### config.mk
export PLATFORM = sky130hd
export DESIGN_NAME = ysyx_23060072_redirect_ctrl
export DESIGN_NICKNAME = d
export VERILOG_FILES = /design/src/rtl/ysyx_23060072_redirect_ctrl.sv
export SDC_FILE = /design/constraint.sdc
export NUM_CORES = 1
export LEC_CHECK = 0
export CAP_MARGIN = 0
export CORE_MARGIN = 10
export CORE_UTILIZATION = 39
export DETAILED_ROUTE_END_ITERATION = 7
export PLACE_DENSITY_LB_ADDON = 0.05
export SLEW_MARGIN = 20
export SYNTH_ARGS = -nofsm -noshare
export SYNTH_HDL_FRONTEND = slang
export SYNTH_SLANG_ARGS = --single-unit
### constraint.sdc
create_clock -name clock -period 1.9 [get_ports clock]
set_input_delay 0.38 -clock clock [delete_from_list [all_inputs] [get_ports clock]]
set_output_delay 0.38 -clock clock [all_outputs]
set_load 0.01 [all_outputs]
### src/rtl/ysyx_23060072_redirect_ctrl.sv
// Control-flow redirect controller: boot redirect, taken-jump kill/redirect,
// load-use bubbles and the FENCE_I I-cache flush (enabled by YSYX_23060072_FENCE_I_EN).
module ysyx_23060072_redirect_ctrl #(
    parameter logic [31:0] RESET_PC = 32'h3000_0000
) (
    input  logic        clock,
    input  logic        reset,
    input  logic        ex_valid_i,
    input  logic        jump_flag_i,
    input  logic [31:0] jump_pc_i,
    input  logic        ex_fence_i_i,
    input  logic        load_use_hazard_i,
    input  logic        ifu_ready_i,
    input  logic        icache_flush_done_i,
    output logic        ifu_redirect_valid_o,
    output logic [31:0] ifu_redirect_pc_o,
    output logic        icache_flush_req_o,
    output logic        stall_pc_o,
    output logic        stall_if_id_o,
    output logic        flush_if_id_o,
    output logic        flush_id_ex_o,
    output logic [31:0] redirect_cnt_o,
    output logic [1:0]  fsm_state
);
    // Handshake: ifu_redirect_valid_o rises with a stable ifu_redirect_pc_o and
    // holds both until the cycle ifu_ready_i is sampled high; that cycle completes it.
    localparam logic [1:0] BOOT       = 2'd0;
    localparam logic [1:0] IDLE       = 2'd1;
    localparam logic [1:0] FENCE_WAIT = 2'd2;
    localparam logic [1:0] REDIRECT   = 2'd3;

    logic [1:0]  state;
    logic [1:0]  state_n;
    logic [31:0] redirect_pc;
    logic [31:0] redirect_cnt;
    logic        take;
    logic        fence_take;

    assign take = ex_valid_i & jump_flag_i;

`ifdef YSYX_23060072_FENCE_I_EN
    assign fence_take = ex_fence_i_i;
`else
    assign fence_take = 1'b0;
`endif

    always_comb begin
        state_n = state;
        case (state)
            BOOT:     if (ifu_ready_i) state_n = IDLE;
            IDLE:     if (take) state_n = fence_take ? FENCE_WAIT : REDIRECT;
`ifdef YSYX_23060072_FENCE_I_EN
            FENCE_WAIT: if (icache_flush_done_i) state_n = REDIRECT;
`endif
            REDIRECT: if (ifu_ready_i) state_n = IDLE;
            default:  state_n = BOOT;
        endcase
    end

    always_ff @(posedge clock) begin
        if (reset) begin
            state        <= BOOT;
            redirect_pc  <= RESET_PC;
            redirect_cnt <= 32'd0;
        end else begin
            state <= state_n;
            if (state == IDLE && take)
                redirect_pc <= jump_pc_i;
            if (state == REDIRECT && ifu_ready_i)
                redirect_cnt <= redirect_cnt + 32'd1;
        end
    end

    // Every non-IDLE state freezes the PC and keeps both pipeline registers empty.
    always_comb begin
        ifu_redirect_valid_o = 1'b0;
        stall_pc_o           = 1'b0;
        stall_if_id_o        = 1'b0;
        flush_if_id_o        = 1'b0;
        flush_id_ex_o        = 1'b0;
        if (state == IDLE) begin
            if (take) begin
                flush_if_id_o = 1'b1;
                flush_id_ex_o = 1'b1;
            end else if (load_use_hazard_i) begin
                stall_pc_o    = 1'b1;
                stall_if_id_o = 1'b1;
                flush_id_ex_o = 1'b1;
            end
        end else begin
            ifu_redirect_valid_o = (state == BOOT) || (state == REDIRECT);
            stall_pc_o           = 1'b1;
            flush_if_id_o        = 1'b1;
            flush_id_ex_o        = 1'b1;
        end
    end

`ifdef YSYX_23060072_FENCE_I_EN
    assign icache_flush_req_o = (state == FENCE_WAIT);
`else
    assign icache_flush_req_o = 1'b0;
`endif

    assign ifu_redirect_pc_o = redirect_pc;
    assign redirect_cnt_o    = redirect_cnt;
    assign fsm_state         = state;
endmodule

==> reports/metrics.csv <==
metric;value;unit
Post-synth EDFFs;0;
Final Slew Violations;0;
Port Buffer Count;108;
Die W;105;µm
cells along the critical path;buf_4 > inv_1 > ha_1 > dlygate4sd2_1;
deepest clock path buffer count;2;
Worst-Skew Late Latency;330;ps
Mean Syn Cell Area;8.312;µm²
CTS H-tree depth;3;
maximum vdd ir drop;360.3;µV
CP max-delay cell;dfxtp_4;
Synth top cells by count;nand2_1, dfxtp_1, a21oi_1;
Seq/Total Area, Yosys;46.89;%
clock net sink count;66;
Synth area leader;dfxtp_1;
DRC;0;
RSZ-0062 raised after global routing;no;
largest net degree at the start of global routing;67;
die height;105;µm
Detailed Place HPWL;5850;µm
first-pass GRT wire length;13250;µm
Max Fclk;539.2;MHz
Max FO, Critical Path;4;
Remaining Overflow, GRT;0;
non-filler instance count after layout;566;
worst hold slack;451.6;ps
initial antenna violation count;0;
asr flop ratio synth;0;%
DR WL/cell;14.51;µm
n_diodes;0;
CP max stage delay;380;ps
synth warn;0;
CP Launch Point;fsm_state[0];
Leak;1.576;nW
core area;6907;µm²
Detailed Route Iter0 Violations;104;
Clock Skews;10.30;ps
IO Pins;112;
Yosys top cell area share;46.89;%
CP Data Required Time;1520;ps
worst r2r dst;redirect_cnt_o[31];
ratio of cells with drive above 1 in the final layout;12.13;%
DR vias;2781;
Hold Crit Class;reg -> reg;
mapped cell area;2818;µm²
GR Util All Layers;14.40;%
final setup fails;0;
P&R area growth vs syn;55.51;%
Reg clk slew, reported paths;70;ps
antenna viol nets, final;0;
crit path capture;ifu_redirect_valid_o;
DRT Wirelength;8213;µm
part of the cycle the worst path needs;97.61;%
Synth Register Bits;66;
PD cells;689.4;nW/µm²
Main synth FF type;dfxtp_1;
Root Driver;clkbuf_8;
min Tclk post-route;1855;ps
most common cell in the netlist;nand2_1;
reg2reg start;fsm_state[0];
crit path DAT;1470;ps
Placed Cells incl. Taps;548;
Syn Nets;384;
Mapped Cells;339;
Via density;4.913;
CP endpoint kind;output pin;
CP Class;reg -> out;
initial core utilization;40.80;%
CTS tree;built;
Fin. Hold Viols;0;
status;finished, final reports clean;
Num CTS Buffers;9;
DRT Pass-1 Iters;4;
Max-Cap Viols;0;
vias in the first global route;2666;
row cnt;30;
Worst Reg-to-Reg Cells;6;
Unique masters post-synth;29;
startpoint types;flip-flop;
Final GP Congestion;0.7799;
Nets;511;
r2r setup slk;90;ps
leading post-synthesis cells by cell area;dfxtp_1, nand2_1, a21oi_1;
Die ar.;11030;µm²
## routing by layer
| layer | vias to the layer above | track usage (%) | wire length [µm] |
|---|---|---|---|
| li1 | 1446 | - | - |
| met1 | 1260 | 17.06 | 3500 |
| met2 | 67 | 23.80 | 4126 |
| met3 | 8 | 4.730 | 495 |
| met4 | 0 | 5.000 | 90 |
| met5 | - | 0 | 0 |
## cell families after synthesis
logic type / Yosys count / share of synthesized area (%)
XOR/XNOR: 11 / 3.419
AO/OA/AOI/OAI: 73 / 14.48
flip-flops: 66 / 46.89
AND/OR/NAND/NOR: 155 / 27.97
adder cells (fa/ha/maj): 5 / 2.220
buffers and inverters: 27 / 4.529
multiplexers: 1 / 0.3553
other: 1 / 0.1331
## what timing repair did
| item | 4_1_cts | 5_1_grt |
|---|---|---|
| endpoints found under the hold margin | 0 | 0 |
| pin swaps | 0 | 1 |
| setup buffers | 0 | 3 |
| setup endpoints to repair | 5 | 8 |
| hold buffers | 0 | 0 |
| resized for setup | 8 | 9 |
| gates cloned | 0 | 0 |
## layout by cell type, fill, tap and decap left out, types with 2 or more instances in the layout
cell	netlist	layout
nand4_1	10	10
o31ai_1	16	16
buf_12	0	3
a21oi_1	52	52
nand3_1	10	10
or4_1	16	16
nand4_4	1	2
and4_1	5	5
xor2_1	10	10
dlygate4sd2_1	0	4
and3_1	6	5
o21ai_0	4	4
nand3b_1	2	2
clkbuf_8	0	10
buf_4	2	28
dfxtp_1	66	64
nor2_1	14	14
inv_1	4	4
clkinv_2	0	2
or3_1	4	4
clkbuf_1	16	2
and2_1	3	3
nand2_1	79	78
ha_1	5	3
clkdlybuf4s50_1	0	102
## critical path: cells and delay by family, from the launching register on
family	cells	cell delay [ps]
fa+ha+maj	1	310
buf+inv	3	460
flops	1	380
## power breakdown
part | internal, mW | switching (mW)
clock | 0.632 | 0.511
sequential | 1.43 | 0.0263
combinational | 0.233 | 0.191
## state kept, by name, indices dropped and copies added, names as in the netlist
register	cells
redirect_cnt_o	32
ifu_redirect_pc_o	32
fsm_state	2
## metrics by stage
stage	utilization, %	setup slack, ps	area, µm²	TNS [ps]	power (mW)
after floorplan	-	45.06	2818	0	1.655
after global placement	60.07	-191.5	4149	-2802	1.910
after detailed placement	60.07	-225.8	4149	-3501	1.916
after CTS	62.74	18.10	4333	0	3.052
after global routing	63.44	0.8172	4382	0	3.166
final	63.44	45.48	4382	0	3.021
## worst min-delay path by stage
stage / from / to / slack, ps / cells past startpoint
global placement: ifu_redirect_pc_o[17] / ifu_redirect_pc_o[17] / 440 / 2
finish: ifu_redirect_pc_o[24] / ifu_redirect_pc_o[24] / 450 / 2
global route: ifu_redirect_pc_o[15] / ifu_redirect_pc_o[15] / 470 / 2
detailed placement: ifu_redirect_pc_o[15] / ifu_redirect_pc_o[15] / 450 / 2
CTS: ifu_redirect_pc_o[20] / ifu_redirect_pc_o[20] / 460 / 2
floorplan: ifu_redirect_pc_o[0] / ifu_redirect_pc_o[0] / 480 / 2
## area by class of cell
class / instances / area [µm²]
timing repair buffer: 139 / 1336
sequential: 66 / 1326
inverter: 4 / 15.01
clock buffer: 12 / 145.1
multi-input combinational: 246 / 1399
tap: 96 / 120.1
clock inverter: 3 / 40.04
fill: 646 / 2525
(Power assumes the default switching activity.)
